`src/rtl/gram64_reader_pkg.sv`:
```
// Shared definitions for the gram64 memory and its streaming reader.
package gram_pkg;

    localparam int GRAM_AW = 6;
    localparam int GRAM_DW = 16;

    typedef enum logic [1:0] {
        IDLE  = 2'd0,
        RUN   = 2'd1,
        DRAIN = 2'd2
    } rd_state_t;

endpackage

```
`src/rtl/gram64_reader_if.sv`:
```
// Memory read port plus valid/ready word stream between the reader and its neighbours.
interface gram64_reader_if #(
    parameter int AW = 6,
    parameter int DW = 16
);
    logic [AW-1:0] mem_address;
    logic          mem_load;
    logic [DW-1:0] mem_out_w;
    logic [DW-1:0] rd_data;
    logic [AW-1:0] rd_addr;
    logic          rd_valid;
    logic          rd_ready;

    modport master (
        output mem_address, mem_load, rd_data, rd_addr, rd_valid,
        input  mem_out_w, rd_ready
    );

    modport slave (
        input  mem_address, mem_load, rd_data, rd_addr, rd_valid,
        output mem_out_w, rd_ready
    );
endinterface

```
`src/rtl/gram64_reader.sv`:
```
// Burst read initiator: walks count addresses from base_addr and streams (addr, word) pairs.
module gram64_reader
    import gram_pkg::*;
#(
    parameter int AW = GRAM_AW,
    parameter int DW = GRAM_DW
) (
    input  logic            clk,
    input  logic            reset_n,
    input  logic            start,
    input  logic [AW-1:0]   base_addr,
    input  logic [AW:0]     count,
    input  logic            abort,
    output logic            busy,
    output logic            done,
    gram64_reader_if.master bus
);
    rd_state_t     state_q, state_d;
    logic [AW-1:0] ptr_q, ptr_d;
    logic [AW:0]   rem_q, rem_d;
    logic [DW-1:0] data_q, data_d;
    logic [AW-1:0] addr_q, addr_d;
    logic          valid_q, valid_d;
    logic          done_q, done_d;
    logic          cap;

    // A new word may be captured whenever the output slot is empty or being drained.
    assign cap = !valid_q || bus.rd_ready;

    always_ff @(posedge clk or negedge reset_n) begin
        if (!reset_n) begin
            state_q <= IDLE;
            ptr_q   <= '0;
            rem_q   <= '0;
            data_q  <= '0;
            addr_q  <= '0;
            valid_q <= 1'b0;
            done_q  <= 1'b0;
        end else begin
            state_q <= state_d;
            ptr_q   <= ptr_d;
            rem_q   <= rem_d;
            data_q  <= data_d;
            addr_q  <= addr_d;
            valid_q <= valid_d;
            done_q  <= done_d;
        end
    end

    always_comb begin
        state_d = state_q;
        ptr_d   = ptr_q;
        rem_d   = rem_q;
        data_d  = data_q;
        addr_d  = addr_q;
        valid_d = valid_q;
        done_d  = 1'b0;
        if (abort) begin
            // Pointer is deliberately left where the burst stopped.
            state_d = IDLE;
            rem_d   = '0;
            valid_d = 1'b0;
        end else begin
            unique case (state_q)
                IDLE: begin
                    if (start) begin
                        if (count != '0) begin
                            ptr_d   = base_addr;
                            rem_d   = count;
                            state_d = RUN;
                        end else begin
                            done_d = 1'b1;
                        end
                    end
                end
                RUN: begin
                    if (cap) begin
                        data_d  = bus.mem_out_w;
                        addr_d  = ptr_q;
                        valid_d = 1'b1;
                        ptr_d   = ptr_q + 1'b1;
                        rem_d   = rem_q - 1'b1;
                        if (rem_q == (AW+1)'(1)) state_d = DRAIN;
                    end
                end
                DRAIN: begin
                    if (valid_q && bus.rd_ready) begin
                        valid_d = 1'b0;
                        done_d  = 1'b1;
                        state_d = IDLE;
                    end
                end
                default: state_d = IDLE;
            endcase
        end
    end

    assign bus.mem_address = ptr_q;
    assign bus.mem_load    = 1'b0;
    assign bus.rd_data     = data_q;
    assign bus.rd_addr     = addr_q;
    assign bus.rd_valid    = valid_q;
    assign busy            = (state_q != IDLE);
    assign done            = done_q;
endmodule

```
`src/flat_wrapper.sv`:
```
// flat-port wrapper written by rule: the top's interface ports become plain ports
module gram64_reader_flat import gram_pkg::*;
#(
    parameter int AW = GRAM_AW,
    parameter int DW = GRAM_DW
)
  (clk, reset_n, start, base_addr, count, abort, busy, done, bus_mem_address, bus_mem_load, bus_rd_data, bus_rd_addr, bus_rd_valid, bus_mem_out_w, bus_rd_ready);
  gram64_reader_if #(.AW(AW), .DW(DW)) bus_i ();
  input  logic clk;
  input  logic reset_n;
  input  logic start;
  input  logic [AW-1:0] base_addr;
  input  logic [AW:0] count;
  input  logic abort;
  output logic busy;
  output logic done;
  output wire logic [$bits(bus_i.mem_address)-1:0] bus_mem_address;
  output wire logic [$bits(bus_i.mem_load)-1:0] bus_mem_load;
  output wire logic [$bits(bus_i.rd_data)-1:0] bus_rd_data;
  output wire logic [$bits(bus_i.rd_addr)-1:0] bus_rd_addr;
  output wire logic [$bits(bus_i.rd_valid)-1:0] bus_rd_valid;
  input wire logic [$bits(bus_i.mem_out_w)-1:0] bus_mem_out_w;
  input wire logic [$bits(bus_i.rd_ready)-1:0] bus_rd_ready;
  assign bus_mem_address = bus_i.mem_address;
  assign bus_mem_load = bus_i.mem_load;
  assign bus_rd_data = bus_i.rd_data;
  assign bus_rd_addr = bus_i.rd_addr;
  assign bus_rd_valid = bus_i.rd_valid;
  assign bus_i.mem_out_w = bus_mem_out_w;
  assign bus_i.rd_ready = bus_rd_ready;
  gram64_reader #(.AW(AW), .DW(DW)) u_core (.clk(clk), .reset_n(reset_n), .start(start), .base_addr(base_addr), .count(count), .abort(abort), .busy(busy), .done(done), .bus(bus_i));
endmodule
```
`config.mk`:
```
export PLATFORM = sky130hd
export DESIGN_NAME = gram64_reader_flat
export DESIGN_NICKNAME = d
export VERILOG_FILES = /design/src/rtl/gram64_reader_pkg.sv /design/src/rtl/gram64_reader_if.sv /design/src/rtl/gram64_reader.sv /design/src/flat_wrapper.sv
export SDC_FILE = /design/constraint.sdc
export NUM_CORES = 1
export LEC_CHECK = 0
export ABC_AREA = 0
export BUFFER_PORTS_ARGS = -buffer_cell sky130_fd_sc_hd__buf_2
export CORE_ASPECT_RATIO = 1.2
export CORE_MARGIN = 2
export CORE_UTILIZATION = 37
export DETAILED_ROUTE_END_ITERATION = 8
export HOLD_SLACK_MARGIN = 0.06
export SLEW_MARGIN = 20
export SYNTH_ARGS = -nofsm -noshare
export SYNTH_HDL_FRONTEND = slang
export SYNTH_SLANG_ARGS = --single-unit
```
`constraint.sdc`:
```
create_clock -name clk -period 5.1 [get_ports clk]
set_input_delay 0.255 -clock clk [delete_from_list [all_inputs] [get_ports clk]]
set_output_delay 0.255 -clock clk [all_outputs]
set_load 0.05 [all_outputs]
```
**Yosys cells after proc, flatten, opt, wreduce, memory -nomap -nowiden**

Index checks and enable logic that the tools add are counted.

- Logic and storage cells: 60
- Bits in latches: 0
- Register bits: 39
- RAM bits: 0
- Bits in read-only memories: 0
- Input port bits: 34
- Memories: 0

- Mux-type cells: 25
- Add/subtract/negate cells: 2
- Reduce and logical (&&, ||, !) cells: 14
- $lt $le $gt $ge: 0
- Bitwise operators: 1
- Shift operators: 0
- Multiply operators: 0
- Div/mod/pow operators: 0
- Equal/unequal tests: 11

Operators by type and width:

| cell | count |
|---|---|
| 7-bit 2-to-1 mux | 4 |
| 6-bit 2-to-1 mux | 3 |
| 7-bit one-hot mux with 2 select lines | 1 |
| 2-bit 2-to-1 mux | 6 |
| 3-bit by 2-bit inequality test with 1-bit output, second input constant | 4 |
| 6-bit one-hot mux with 2 select lines | 1 |
| 5-bit AND reduction | 2 |
| 7-bit by 1-bit equality test with 1-bit output, second input constant | 1 |
| 1-bit 2-to-1 mux | 7 |
| 7-bit nonzero test | 1 |
| 7-bit by 1-bit subtractor with 7-bit output, second input constant | 1 |
| 6-bit by 1-bit adder with 6-bit output, second input constant | 1 |
| 2-bit one-hot mux with 3 select lines | 1 |
| 3-bit AND reduction | 2 |
| 3-bit nonzero test | 2 |
| 2-bit by 1-bit inequality test with 1-bit output, second input constant | 2 |
| 1-bit one-hot mux with 2 select lines | 2 |
| 4-bit AND reduction | 1 |
| 2-bit nonzero test | 2 |
| 3-bit inequality test, second input constant | 1 |
| 2-bit by 1-bit equality test with 1-bit output, second input constant | 1 |
| 2-bit equality test, second input constant | 1 |
| 2-bit logical NOT | 1 |
| 2-bit inequality test, second input constant | 1 |
| other kinds (4) | 4 |

**Depth between registers and ports, before layout**

- Word-level depth: 5
- Gate-level depth with buffers: 7

**Least setup slack after synthesis**

No wires, ideal clock.

- Kind: reg-to-reg
- Start point: reg u_core.valid_q, in the netlist u_core.bus.rd_valid
- End point: reg u_core.ptr_q[0], in the netlist u_core.bus.mem_address[0]
- Setup time: 0.126 ns
- Path slack: 3.172 ns
- Required time: 4.974 ns
- Path buffers: 0
- Arrival time: 1.802 ns
- Cell stages (with the launch flop): 5
- Clock period less this slack: 1.928 ns
- Path through: dfrtp_1 > nor2b_4 > a2111o_1 > o21a_1 > a311o_1

- Cells in the longest elaborated chain, start to end: 4

RTL lines:

| what | RTL line | source |
|---|---|---|
| start: declaration | gram64_reader.sv:23 | `logic valid_q, valid_d;` |
| start signal: assignment | gram64_reader.sv:45 | `valid_q <= valid_d;` |
| 1-bit logical NOT | gram64_reader.sv:28 | `assign cap = !valid_q \|\| bus.rd_ready;` |
| 1-bit logical OR | gram64_reader.sv:28 |  |
| 2-bit by 1-bit inequality test with 1-bit output (no line) | n/a |  |
| 5-bit AND reduction (no line) | n/a |  |
| end signal: assignment | gram64_reader.sv:41 | `ptr_q <= ptr_d;` |
| end: declaration | gram64_reader.sv:19 | `logic [AW-1:0] ptr_q, ptr_d;` |

No other way between the ends.
A chain may end at the register's enable or synchronous reset.

**Worst setup path after layout**

- Start point: reg u_core.state_q[1]
- End point: reg u_core.data_q[0], in the netlist u_core.bus.rd_data[0]

- Cells in the longest elaborated chain, start to end: 2

RTL lines:

| what | RTL line | source |
|---|---|---|
| start: declaration | gram64_reader.sv:18 | `rd_state_t state_q, state_d;` |
| start signal: assignment | gram64_reader.sv:40 | `state_q <= state_d;` |
| 2-bit by 1-bit equality test with 1-bit output | gram64_reader.sv:64 | `unique case (state_q)` |
| 3-bit AND reduction (no line) | n/a |  |
| end signal: assignment | gram64_reader.sv:43 | `data_q <= data_d;` |
| end: declaration | gram64_reader.sv:21 | `logic [DW-1:0] data_q, data_d;` |

No other way between the ends.

==> impl_metrics.env <==
export IMPL_hold_path_class="input pin to async pin"
export IMPL_cp_arrival_ns=2.71
export IMPL_p_leak_uw=0.001088
export IMPL_final_cells=297
export IMPL_cp_start_kind="register"
export IMPL_antenna_found_initial=0
export IMPL_ys_seq_area_share_pct=50.13
export IMPL_syn_num_nets=216
export IMPL_grt_overflow_total=0
export IMPL_vias=1588
export IMPL_power_uw=1235
export IMPL_synth_warnings=0
export IMPL_io_buffers=64
export IMPL_synth_enable_flop_cells=0
export IMPL_post_route_min_period_ns=2.543
export IMPL_syn_area_um2=1947
export IMPL_clockRootBuffer="clkbuf_8"
export IMPL_final_cell_mix="buf_2, dfrtp_1, mux2_2"
export IMPL_rsz0062_at_grt="false"
export IMPL_cts_tree="yes"
export IMPL_cts_htree_levels=2
export IMPL_cts_buffers_inserted=5
export IMPL_fin_skew_ns=0.007307
export IMPL_synth_cell_types=40
export IMPL_via_per_inst=5.347
export IMPL_synth_seq_cells=39
export IMPL_core_area_um2=5010
export IMPL_insertedDiodeCount=0
export IMPL_cp_max_fo=22
export IMPL_clock_fmax_mhz=393.3
export IMPL_wl_per_cell_um=15.07
export IMPL_grt_total_usage_pct=15.91
export IMPL_drt_iter0_drc=100
export IMPL_start_util_pct=38.86
export IMPL_place_congestion=0.7982
export IMPL_worst_pin_slew_ns=1.022
export IMPL_async_reset_ff_share_pct=100.0
export IMPL_hold_viol_final=0
export IMPL_cts_sinks=39
export IMPL_placed_cells=290
export IMPL_ios=66
export IMPL_rows=28
export IMPL_dieArea_um2=5861
export IMPL_timing_hold_ws_ns=0.06657
export IMPL_clk_latency_ns=0.29
export IMPL_ant_nets=0
export IMPL_postCtsHoldBufs=0
export IMPL_drive_above_1_share_pct=41.35
export IMPL_status="complete, no violations"
export IMPL_setup_violations_final=0
export IMPL_finalCritPeriodShare_pct=49.86
export IMPL_cts_setup_buffers=0
export IMPL_final_nets=274
export IMPL_crit_type="register to register"
export IMPL_grt_pass1_wl_um=7521
export IMPL_power_density_nw_per_um2=521.3
export IMPL_layout_commonest_cell="buf_2"
export IMPL_synth_ff_type="dfrtp_1"
export IMPL_drv_cap=0
export IMPL_drcViolationCount=0
export IMPL_grt_max_degree=40
export IMPL_clock_path_buffers=2
export IMPL_maxSlewViolCount=0
export IMPL_end_kind="register"
export IMPL_syn_avg_cell_area_um2=10.88
export IMPL_grt_pass1_vias=1610
export IMPL_cts_resized=0
export IMPL_relSlewSlack_pct=31.64
export IMPL_die_x_um=70.22
export IMPL_hpwl_um=3105
export IMPL_firstDrtPassIters=4
export IMPL_die_h_um=83.46
export IMPL_required_ns=5.27
export IMPL_ir_drop_uv=291.0
export IMPL_syn_to_final_growth_pct=21.72
export IMPL_routed_wl_um=4476
export IMPL_setup_tns_ns=0
export IMPL_syn_inst=179
export IMPL_clkTransAtPathRegs_ns=0.08
## cell usage after synthesis, drive strengths merged, types with 3 or more instances
master | count | area [µm²]
mux2 | 23 | 259.0
nor4 | 3 | 18.77
buf | 9 | 50.04
a21oi | 8 | 40.04
clkbuf | 4 | 16.26
o31ai | 5 | 37.54
inv | 6 | 22.52
nor2b | 4 | 32.53
nor3 | 9 | 50.05
ha | 3 | 37.54
a2bb2oi | 4 | 35.03
nor2 | 13 | 56.30
a211oi | 3 | 22.52
o21a | 3 | 22.52
nand2 | 11 | 41.29
and3 | 3 | 18.77
nand3 | 4 | 20.02
dfrtp | 39 | 975.9
o311ai | 5 | 43.79
## logic make-up after synthesis
kind of cell	after synthesis	share of synthesized area, %
and+or+nand+nor	54	14.65
AOI/OAI and AO/OA	40	15.23
DFF	39	50.13
muxes	23	13.30
buffers and inverters	19	4.562
adders and majority gates	3	1.928
other	1	0.1926
## metal layers
metal | wire length, µm | global-route usage (%) | share of wire, %
met5 | 0 | 0 | 0
met4 | 33 | 4.545 | 0.74
met3 | 322 | 4.710 | 7.2
met2 | 2134 | 26.42 | 48
met1 | 1985 | 19.98 | 44
## final cells by class
class	count	area, µm²
flip-flops and latches	39	975.9
fillers	514	2640
well taps	60	75.07
inverters	6	22.52
clock buffers	6	82.58
clock inverters	1	5.005
multi-input cells	121	888.4
repair buffers	64	320.3
## state kept, by name, indices dropped and copies added, names as in the netlist
name and cells:
u_core.bus.rd_data 16, u_core.done 1, u_core.bus.rd_valid 1, u_core.bus.mem_address 6, u_core.state_q 2, u_core.rem_q 7, u_core.bus.rd_addr 6
## worst paths after layout
kind,slack [ns],to,cells past startpoint,startpoint
max reg2reg,2.56,u_core.bus.rd_data[0],3,u_core.state_q[1]
max,2.56,u_core.bus.rd_data[0],3,u_core.state_q[1]
max in group asynchronous,4.49,u_core.bus.rd_data[7],1,reset_n
min in group clk,0.19,u_core.bus.rd_data[8],2,bus_mem_out_w[8]
min reg2reg,0.51,u_core.bus.rd_data[6],1,u_core.bus.rd_data[6]
min,0.07,u_core.rem_q[0],1,reset_n
## power by group
part / switching (µW) / internal (µW) / total [µW]
sequential: 61.6 / 396 / 458
clock: 105 / 106 / 212
combinational: 408 / 158 / 566
## critical path, stage by stage (launching register included)
cell	delay [ns]
dfrtp_1	0.47
nand2b_1	0.54
nor3_4	0.99
mux2_2	0.42
## per-stage QoR
stage | setup WS, ns | util, % | instance area, µm²
after floorplan | 3.172 | - | 1947
after global placement | 2.631 | 45.55 | 2282
after detailed placement | 2.544 | 45.55 | 2282
after CTS | 2.548 | 47.30 | 2370
after global routing | 2.314 | 47.30 | 2370
final | 2.557 | 47.30 | 2370
Note: power is estimated with default switching activity, not from simulation.
